File: src/rtl/pulse_chan_pkg.sv
`timescale 1ns/1ps
`default_nettype none
// ============================================================================
// Module   : pulse_chan_pkg
// Purpose  : Shared types and constants for the pulse-channel arbiter.
//            Holds the arbiter FSM state encoding and the watchdog counter
//            width.
// Contents : state_t   - IDLE / ISSUE / WAIT encoding
//            TMO_CNT_W - width of the WAIT-state watchdog counter
// Revision : 1.0  initial release
// ============================================================================
package pulse_chan_pkg;

  typedef enum logic [1:0] {
    ST_IDLE  = 2'd0,
    ST_ISSUE = 2'd1,
    ST_WAIT  = 2'd2
  } state_t;

  localparam int TMO_CNT_W = 16;

endpackage : pulse_chan_pkg
`default_nettype wire

File: src/rtl/pulse_chan_arb_rr_pick.sv
`timescale 1ns/1ps
`default_nettype none
// ============================================================================
// Module   : rr_pick
// Purpose  : Combinational round-robin selector. Returns the first set bit
//            of the pending vector, searching upward from last_grant+1 and
//            wrapping from NUM_REQ-1 back to 0. last_grant itself is checked
//            last.
// Ports    : pending    in  NUM_REQ  request vector to choose from
//            last_grant in  ID_W     index granted most recently
//            pick_idx   out ID_W     chosen index (valid only with pick_vld)
//            pick_vld   out 1        at least one pending bit is set
// Revision : 1.0  initial release
// ============================================================================
module rr_pick #(
  parameter int NUM_REQ = 4,
  parameter int ID_W    = 2
) (
  input  logic [NUM_REQ-1:0] pending,
  input  logic [ID_W-1:0]    last_grant,
  output logic [ID_W-1:0]    pick_idx,
  output logic               pick_vld
);

  // Walk offsets from farthest to nearest so the nearest pending requester
  // after last_grant overwrites any earlier candidate.
  always_comb begin
    pick_idx = '0;
    pick_vld = |pending;
    for (int k = NUM_REQ; k >= 1; k--) begin
      int c;
      c = int'(last_grant) + k;
      if (c >= NUM_REQ) c = c - NUM_REQ;
      if (pending[c]) pick_idx = ID_W'(c);
    end
  end

endmodule : rr_pick
`default_nettype wire

File: src/rtl/pulse_chan_arb.sv
`timescale 1ns/1ps
`default_nettype none
// ============================================================================
// Module   : pulse_chan_arb
// Purpose  : Round-robin arbiter sharing one pulse-sync channel between
//            NUM_REQ event requesters. Each requester has a sticky pending
//            bit; the FSM grants one requester at a time, fires a one-cycle
//            launch strobe and waits for the channel's completion pulse.
// Ports    : clk        in   1        clock (posedge)
//            reset_     in   1        synchronous active-low reset
//            req_pulse  in   NUM_REQ  one-cycle request per requester
//            req_merged out  NUM_REQ  request arrived while already pending
//            chan_pulse out  1        launch strobe into the channel
//            chan_id    out  ID_W     granted requester id
//            chan_done  in   1        completion from the channel
//            busy       out  1        high in ISSUE and WAIT
//            timeout    out  1        WAIT aborted by the watchdog
// Config   : PULSE_CHAN_ARB_TIMEOUT_EN - when defined, a WAIT watchdog of
//            TIMEOUT_CYC cycles aborts a stalled transfer; otherwise WAIT
//            waits indefinitely and timeout is tied low.
// Revision : 1.0  initial release
// ============================================================================
module pulse_chan_arb
  import pulse_chan_pkg::*;
#(
  parameter int NUM_REQ     = 4,
  parameter int ID_W        = 2,
  parameter int TIMEOUT_CYC = 255
) (
  input  logic               clk,
  input  logic               reset_,
  input  logic [NUM_REQ-1:0] req_pulse,
  output logic [NUM_REQ-1:0] req_merged,
  output logic               chan_pulse,
  output logic [ID_W-1:0]    chan_id,
  input  logic               chan_done,
  output logic               busy,
  output logic               timeout
);

  state_t             r_state;
  logic [NUM_REQ-1:0] r_pending;
  logic [ID_W-1:0]    r_last_grant;
  logic [ID_W-1:0]    r_chan_id;
  logic               r_chan_pulse;
  logic               r_busy;
  logic [NUM_REQ-1:0] r_merged;

  logic [NUM_REQ-1:0] w_clear;
  logic [NUM_REQ-1:0] w_pending_nxt;
  logic [NUM_REQ-1:0] w_merged;
  logic [ID_W-1:0]    w_pick_idx;
  logic               w_pick_vld;

  rr_pick #(
    .NUM_REQ (NUM_REQ),
    .ID_W    (ID_W)
  ) u_rr_pick (
    .pending    (r_pending),
    .last_grant (r_last_grant),
    .pick_idx   (w_pick_idx),
    .pick_vld   (w_pick_vld)
  );

  // The granted requester's pending bit is released during the ISSUE cycle.
  // A new request in that same cycle re-arms it (set wins) and is not
  // treated as a merge, since the old event is being consumed.
  always_comb begin
    w_clear = '0;
    if (r_state == ST_ISSUE) w_clear = NUM_REQ'(1) << r_chan_id;
    w_pending_nxt = (r_pending & ~w_clear) | req_pulse;
    w_merged      = req_pulse & r_pending & ~w_clear;
  end

`ifdef PULSE_CHAN_ARB_TIMEOUT_EN
  logic [TMO_CNT_W-1:0] r_wdog;
  logic                 r_timeout;
`endif

  always_ff @(posedge clk) begin
    if (!reset_) begin
      r_state      <= ST_IDLE;
      r_pending    <= '0;
      r_last_grant <= ID_W'(NUM_REQ - 1);
      r_chan_id    <= '0;
      r_chan_pulse <= 1'b0;
      r_busy       <= 1'b0;
      r_merged     <= '0;
`ifdef PULSE_CHAN_ARB_TIMEOUT_EN
      r_wdog       <= '0;
      r_timeout    <= 1'b0;
`endif
    end else begin
      r_pending    <= w_pending_nxt;
      r_merged     <= w_merged;
      r_chan_pulse <= 1'b0;
`ifdef PULSE_CHAN_ARB_TIMEOUT_EN
      r_timeout    <= 1'b0;
`endif
      case (r_state)
        ST_IDLE: begin
          if (w_pick_vld) begin
            r_chan_id    <= w_pick_idx;
            r_chan_pulse <= 1'b1;
            r_busy       <= 1'b1;
            r_state      <= ST_ISSUE;
          end
        end
        ST_ISSUE: begin
`ifdef PULSE_CHAN_ARB_TIMEOUT_EN
          r_wdog  <= '0;
`endif
          r_state <= ST_WAIT;
        end
        ST_WAIT: begin
          // Completion takes priority over a watchdog expiry in the same cycle.
          if (chan_done) begin
            r_last_grant <= r_chan_id;
            r_busy       <= 1'b0;
            r_state      <= ST_IDLE;
`ifdef PULSE_CHAN_ARB_TIMEOUT_EN
          end else if (r_wdog == TMO_CNT_W'(TIMEOUT_CYC - 1)) begin
            // Abandon the transfer; the request is not re-queued.
            r_last_grant <= r_chan_id;
            r_busy       <= 1'b0;
            r_timeout    <= 1'b1;
            r_state      <= ST_IDLE;
          end else begin
            r_wdog <= r_wdog + 1'b1;
`endif
          end
        end
        default: begin
          r_busy  <= 1'b0;
          r_state <= ST_IDLE;
        end
      endcase
    end
  end

  assign req_merged = r_merged;
  assign chan_pulse = r_chan_pulse;
  assign chan_id    = r_chan_id;
  assign busy       = r_busy;
`ifdef PULSE_CHAN_ARB_TIMEOUT_EN
  assign timeout    = r_timeout;
`else
  assign timeout    = 1'b0;
`endif

endmodule : pulse_chan_arb
`default_nettype wire

File: config.mk
export PLATFORM = sky130hd
export DESIGN_NAME = pulse_chan_arb
export DESIGN_NICKNAME = d
export VERILOG_FILES = /design/src/rtl/pulse_chan_pkg.sv /design/src/rtl/pulse_chan_arb_rr_pick.sv /design/src/rtl/pulse_chan_arb.sv
export SDC_FILE = /design/constraint.sdc
export NUM_CORES = 1
export LEC_CHECK = 0
export ABC_AREA = 0
export CAP_MARGIN = 25
export CORE_MARGIN = 2
export CORE_UTILIZATION = 46
export CTS_CLUSTER_DIAMETER = 120
export DETAILED_ROUTE_END_ITERATION = 12
export PLACE_DENSITY = 0.75
export SYNTH_ARGS = -nofsm -noshare
export SYNTH_HDL_FRONTEND = slang
export SYNTH_SLANG_ARGS = --single-unit
export TNS_END_PERCENT = 50
File: constraint.sdc
create_clock -name clk -period 1.71 [get_ports clk]
set_clock_uncertainty 0.05 [all_clocks]
set_input_delay 0.4275 -clock clk [delete_from_list [all_inputs] [get_ports clk]]
set_output_delay 0.4275 -clock clk [all_outputs]
set_load 0.02 [all_outputs]
Yosys cells after proc, flatten, opt, wreduce, memory -nomap -nowiden
Index checks and enable logic that the tools add are counted.

Flip-flop bits (word level): 16. Bits in latches: 0. Memory bits (writable): 0. Memory bits (read-only): 0. Input port bits: 7. Logic and storage cells: 69. Memories: 0.

$add $sub $neg: 8. $mul: 0. Divide/modulo/power cells: 0. Order comparisons: 8. Equality and inequality tests: 4. Shift-type cells: 1. Mux-type cells: 28. Bitwise operators: 6. Reductions and logical operators: 7.

Operators with widths (count): 32-bit by 4-bit greater-or-equal comparator with 1-bit output, second input constant (4); 32-bit by 4-bit less-than comparator with 1-bit output, second input constant (4); 32-bit 2-to-1 mux (4); 32-bit by 4-bit subtractor with 32-bit output, second input constant (4); 4-bit bitwise AND (3); 2-bit 2-to-1 mux (6); 1-bit 2-to-1 mux (11); 1-bit binary-select mux with 2-bit select (4); 2-bit AND reduction (4); 2-bit by 2-bit adder with 3-bit output, second input constant (2); 2-bit case mux with 3 select lines (1); 2-bit by 3-bit adder with 4-bit output, second input constant (1); 4-bit 2-to-1 mux (1); 4-bit NOT (1); 4-bit bitwise OR (1); 4-bit OR reduction (1); 1-bit by 2-bit left shift with 4-bit output, first input constant (1); 2-bit by 1-bit adder with 3-bit output, second input constant (1); 1-bit case mux with 3 select lines (1); 3-bit AND reduction (1); 2-bit by 1-bit == test with 1-bit output, second input constant (1); 2-bit == test, second input constant (1); 2-bit zero test (1); 2-bit by 1-bit != test with 1-bit output, second input constant (1); other kinds (2) (2).

Depth between registers and ports, before layout
Gate-level depths: netlist (run 1).

Depth after elaboration: 10. Gate-level depth with buffers: 3.

By module
From an unflattened synthesis (run 1), not the netlist that was laid out.

Cells, all modules: 81. Area, all modules: 740.7 um^2.

By module, submodules not included: pulse_chan_arb (times used 1, cells an instance 67, area each 649.4 um^2); rr_pick (times used 1, cells an instance 14, area each 91.3 um^2).

Worst setup path before layout (run 1)
No wires, ideal clock.

Kind: reg-to-reg. From: register r_pending[2]. To: register r_chan_id[0] (netlist: chan_id[0]). Data arrival time: 1.028 ns. Slack: 0.497 ns. Cell stages (with the launch flop): 4. Buffers on the path: 0. Path through: dfxtp_1 or4_4 a21oi_2 a311oi_1.

Longest elaborated chain between the ends: 7. Elaborated cells on any way between the ends: 18. Those cells by class: mux: 16; reduce/logical: 2.

RTL lines: start: declaration (RTL line pulse_chan_arb.sv:42) `logic [NUM_REQ-1:0] r_pending;`; start signal: assignment (RTL line pulse_chan_arb.sv:94) `r_pending <= w_pending_nxt;`; 1-bit binary-select mux with 2-bit select (RTL line pulse_chan_arb_rr_pick.sv:34) `if (pending[c]) pick_idx = ID_W'(c);`; 1-bit 2-to-1 mux (not written as such) (2 in series) (RTL line pulse_chan_arb_rr_pick.sv:34); 2-bit 2-to-1 mux (4 in series) (RTL line pulse_chan_arb_rr_pick.sv:34); end signal: assignment (RTL line pulse_chan_arb.sv:103) `r_chan_id <= w_pick_idx;`; end: declaration (RTL line pulse_chan_arb.sv:44) `logic [ID_W-1:0] r_chan_id;`.

Several ways; a longest one is shown, not always the timed one. The select of a mux whose other input is x is not followed. A chain may end at the register's enable or synchronous reset.

Worst setup path after layout (run 1)
From: register r_merged[0] (netlist: req_merged[0]). To: output port req_merged[0].

RTL lines: start: declaration (RTL line pulse_chan_arb.sv:47) `logic [NUM_REQ-1:0] r_merged;`; start signal: assignment (RTL line pulse_chan_arb.sv:95) `r_merged <= w_merged;`; end: declaration (RTL line pulse_chan_arb.sv:33) `output logic [NUM_REQ-1:0] req_merged,`.

No word-level cell between the ends.

==> flow_summary.toml, run 1 <==
[power]
p_per_area_nw_per_um2 = 937.9
switching_share = 0.2781
p_leak_nw = 0.4106
irDropWorstVdd_mv = 0.5492
p_switching_mw = 0.2246
power_frac_clock = 0.227
fin_total_pwr_mw = 0.8074
seq_power_share = 0.542
p_int_mw = 0.5828
pwr-share-comb = 0.231

[sta]
hold_viol_final = 0
rsz0062_at_grt = "no"
finalSetupTns_ns = 0
finalCritPeriodShare = 0.9781
fin_crit_ns = 1.673
holdWs_ns = 0.4852
final_max_slew_viol_count = 0
setup_ws_ns = 0.03749
setup_viol = 0
fmax_mhz = 597.9

[grt]
grt_pass1_vias = 564
grt.total_usage = 0.1734
grt-ovfl-total = 0
grt_max_degree = 9
antenna_found_initial = 0
grt_pass1_wl_um = 2318

[cells_and_area]
fill_cells = 114
finalNonFillerCells = 103
drive_gt1_frac = 0.1136
finalInstanceArea_um2 = 860.8
num_antenna_cells = 0
area_growth_syn_to_layout_pct = 30.55
fin_util = 0.6534
nets = 97

[setup_path]
crit_fanout = 1
path_delay_family = "buffers and inverters"
cp_cell_sequence = "clkdlybuf4s50_1"
worstPathBufferInverterCount = 1
crit_path_end_kind = "output port"
critPathArrivalTime_ns = 1.20
slowest_delay_ns = 0.59
rr_startpoint = "r_pending[1]"
required_ns = 1.23
crit_path_start = "req_merged[0]"
slowest_stage = "clkdlybuf4s50_1"
critPathLaunchType = "flop"
worst-setup-path-type = "flop to output port"

[route]
route.detailed.drc = 0
drt-total-wl_um = 1345
drt_iter0_drc = 9
drtPass1Iterations = 4
via_per_inst = 5.583
antenna_left = 0
routedWlPerCell_um = 13.06
via_count = 575

[hold_path]
min-delay-start = "busy"
hold_path_class = "flop to flop"

[synthesis]
synth_common_cells = "dfxtp_1 (16), and3_1 (6), nand2_1 (6)"
yosysWarnings = 0
synth_area_leaders = "dfxtp_1 (49%), and3_1 (5.7%), o21a_1 (4.6%)"
synth_top_area_share = 0.4858
ys_seq_area_frac = 0.4858
synthesis.nets = 76
synth-edff-count = 0
ys_ff_latch = 16
synth_most_common_cell = "dfxtp_1"
syn_area_um2 = 659.4
synth_top_area_cell = "dfxtp_1"
ys.flop_type = "dfxtp_1"
synthCells = 69
synthArstFlopShare = 0
synth_cell_types = 29
avgSynthCellArea_um2 = 9.556

[place]
hpwl_um = 1028
gp_routability_congestion = 0.8199
dpl_cell_area_um2 = 835.8
dp_cells = 100
portBuffers = 14
place_ws_ns = 0.1511

[clock_tree]
cts_tree = "yes"
cts_buffers = 3
cts_resized = 2
cts_max_level = 1
postCtsSetupRepairBufs = 0
clock-sinks = 16
clk-insertion-delay-late_ns = 0.28
ctsHoldBuffers = 0
clockBufferDepth = 2
clk_pin_slew_ns = 0.08
cts_root_buf = "clkbuf_4"

[outcome]
outcome = "finished, final reports clean"

[floorplan]
io_pins = 16
initial_core_util = 0.5005
rows = 13
core_area_um2 = 1318
die_w_um = 41.86
die_area_um2 = 1752
die_h_um = 41.86

[run]
max-cap-violations = 0
[cell families (layout without fill, tap and decap cells)]
kind of cell	Yosys count	in the layout	synth area share
buffers and inverters	6	25	0.04174
flip-flops	16	16	0.4858
AO/OA/AOI/OAI	21	21	0.2467
multiplexers	2	2	0.03036
AND/OR/NAND/NOR	23	23	0.1898
other	1	1	0.005687
[cell usage in the layout, fill, tap and decap left out, drive strengths merged, types with 2 or more instances in the layout]
master	instances
dfxtp	16
clkdlybuf4s50	10
and3	6
nand2	6
inv	4
o21a	4
nor2	4
buf	4
a21boi	3
clkbuf	3
a21oi	3
a31oi	2
o21bai	2
mux2i	2
dlygate4sd2	2
dlymetal6s2s	2
[final timing paths]
path / to / slack (ns) / cells past startpoint
worst min-delay path: busy / 0.49 / 1
worst max register to register: chan_id[0] / 0.41 / 3
worst max-delay path: req_merged[0] / 0.04 / 1
worst min register to register: busy / 0.49 / 1
[final cells by class]
type | count | area (um2) | area share
Clock buffer | 3 | 22.52 | 0.02616
Tap cell | 15 | 18.77 | 0.02180
Inverter | 4 | 15.01 | 0.01744
Timing Repair Buffer | 18 | 172.7 | 0.2006
Multi-Input combinational cell | 47 | 311.5 | 0.3619
Sequential cell | 16 | 320.3 | 0.3721
[power by group through the flow]
stage                     clock [mW]  sequential (mW)  combinational [mW]
after floorplan                    0            0.464              0.0893
after global placement             0            0.445               0.189
after detailed placement           0            0.446               0.192
after CTS                      0.190            0.437               0.188
after global routing           0.209            0.442               0.204
final                          0.183            0.438               0.186
[metal layers]
| metal | global-route usage | share of wire | up-vias |
|---|---|---|---|
| met5 | 0 | 0 | - |
| met4 | 0.09677 | 0.013 | 0 |
| met3 | 0.02609 | 0.033 | 2 |
| met2 | 0.2781 | 0.48 | 14 |
| met1 | 0.2204 | 0.47 | 268 |
| li1 | - | - | 291 |
[registers in the layout, indices dropped and copies added, names as in the netlist]
name / count
busy: 1
r_pending: 4
chan_pulse: 1
req_merged: 4
r_state: 2
r_last_grant: 2
chan_id: 2
(Power assumes the default switching activity.)
==> run 2: changes to the inputs <==
Clock period 1.71 ns to 1.9 ns, I/O delays scaled along.
==> run 2 against run 1 <==
  * Non-clock buffer count fell by 3
  * Final cell count is 2.9% lower
  * Register-to-register slack gained 0.20 ns
  * Via count down 1.6%
  * Sequential share of layout area increased by 1.0 points
==> flow_summary.toml, run 2 (synthesis results as in run 1) <==
[cells_and_area]
fill_cells = 114
finalInstanceArea_um2 = 838.3
drive_gt1_frac = 0.08235
final_common_cell = "dfxtp_1"
sequential_cell_area_um2 = 320.3
num_antenna_cells = 0
most-common-layout-cells = "dfxtp_1 (16), clkdlybuf4s50_1 (13), and3_1 (6), nand2_1 (6)"
finalNonFillerCells = 100
nets = 94
area_growth_syn_to_layout_pct = 27.13
multi_input_area_um2 = 311.5

[sta]
hold_viol_final = 0
final_max_slew_viol_count = 0
fin_crit_ns = 1.870
setup_viol = 0
rsz0062_at_grt = "no"
finalCritPeriodShare = 0.9841
finalSetupTns_ns = 0
fmax_mhz = 534.8

[clock_tree]
clk_pin_slew_ns = 0.09
clk-insertion-delay-late_ns = 0.29
cts_max_level = 1
postCtsSetupRepairBufs = 0
clockBufferDepth = 2
cts_tree = "yes"
cts_buffers = 3
clock-sinks = 16
cts_root_buf = "clkbuf_4"

[grt]
grt_max_degree = 10
grt.total_usage = 0.1623
grt_pass1_vias = 500
grt-ovfl-total = 0
antenna_found_initial = 0
grt_pass1_wl_um = 2201

[place]
dp_cells = 97
portBuffers = 14
dpl_cell_area_um2 = 813.3
hpwl_um = 937
gp_routability_congestion = 0.8044

[setup_path]
crit_path_end_kind = "output port"
worst-setup-path-type = "flop to output port"
required_ns = 1.37
crit_fanout = 5
cp_cell_sequence = "clkdlybuf4s50_1"
path_delay_family = "buffers and inverters"
rrSetupSlack_ns = 0.61
slowest_delay_ns = 0.63
slowest_stage = "clkdlybuf4s50_1"
critPathArrivalTime_ns = 1.34
critPathLaunchType = "flop"
worstPathBufferInverterCount = 1

[floorplan]
die_w_um = 41.86
io_pins = 16
core_area_um2 = 1318
rows = 13
die_area_um2 = 1752
die_h_um = 41.86
initial_core_util = 0.5005

[run]
max-cap-violations = 0

[route]
routedWlPerCell_um = 12.90
via_count = 566
antenna_left = 0
route.detailed.drc = 0
drt_iter0_drc = 10
drt-total-wl_um = 1290
via_per_inst = 5.660
drtPass1Iterations = 4

[power]
p_leak_nw = 0.3738
irDropWorstVdd_mv = 0.4924
p_per_area_nw_per_um2 = 870.2

[outcome]
outcome = "finished, final reports clean"

[hold_path]
hold_path_class = "flop to flop"
==> run 2: final cells by class <==
class	instances	area share
sequential	16	0.3821
timing repair buffer	15	0.1791
inverter	4	0.01791
tap	15	0.02239
clock buffer	3	0.02687
multi-input combinational	47	0.3716
==> run 2: metrics by stage <==
step | hold slack, ns | util | worst slack, ns | power, mW
2_1_floorplan | 0.4403 | - | 0.6866 | 0.4983
3_3_place_gp | 0.4553 | 0.6173 | 0.3031 | 0.5603
3_5_place_dp | 0.4657 | 0.6173 | 0.3291 | 0.5624
4_1_cts | 0.4777 | 0.6344 | 0.01704 | 0.7354
5_1_grt | 0.4992 | 0.6363 | 0.002477 | 0.7675
6_report | 0.4790 | 0.6363 | 0.03022 | 0.7295
==> run 2: per-layer routing <==
metal  track usage  vias to the layer above  routed length, um
met2        0.2469                       18                605
met1        0.2139                      261                601
met3       0.03913                        3                 60
met5             0                        -                  0
li1              -                      284                  -
met4       0.07742                        0                 23
==> run 2: power breakdown <==
group / internal, mW / switching [mW] / total (mW)
Sequential: 0.364 / 0.0350 / 0.399
Combinational: 0.0830 / 0.0721 / 0.155
Clock: 0.0737 / 0.101 / 0.175
==> run 2: path summary, 6_finish.rpt <==
path	from	end	depth (start not counted)
setup reg to reg	r_pending[1]	chan_id[0]	3
hold / removal	r_last_grant[0]	r_last_grant[0]	2
setup / recovery	chan_id[0]	chan_id[0]	1
hold reg to reg	r_last_grant[0]	r_last_grant[0]	2
==> run 2: timing repair <==
action	4_1_cts	5_1_grt
endpoints found under the setup margin	0	1
resized for setup	0	1
hold buffers	0	0
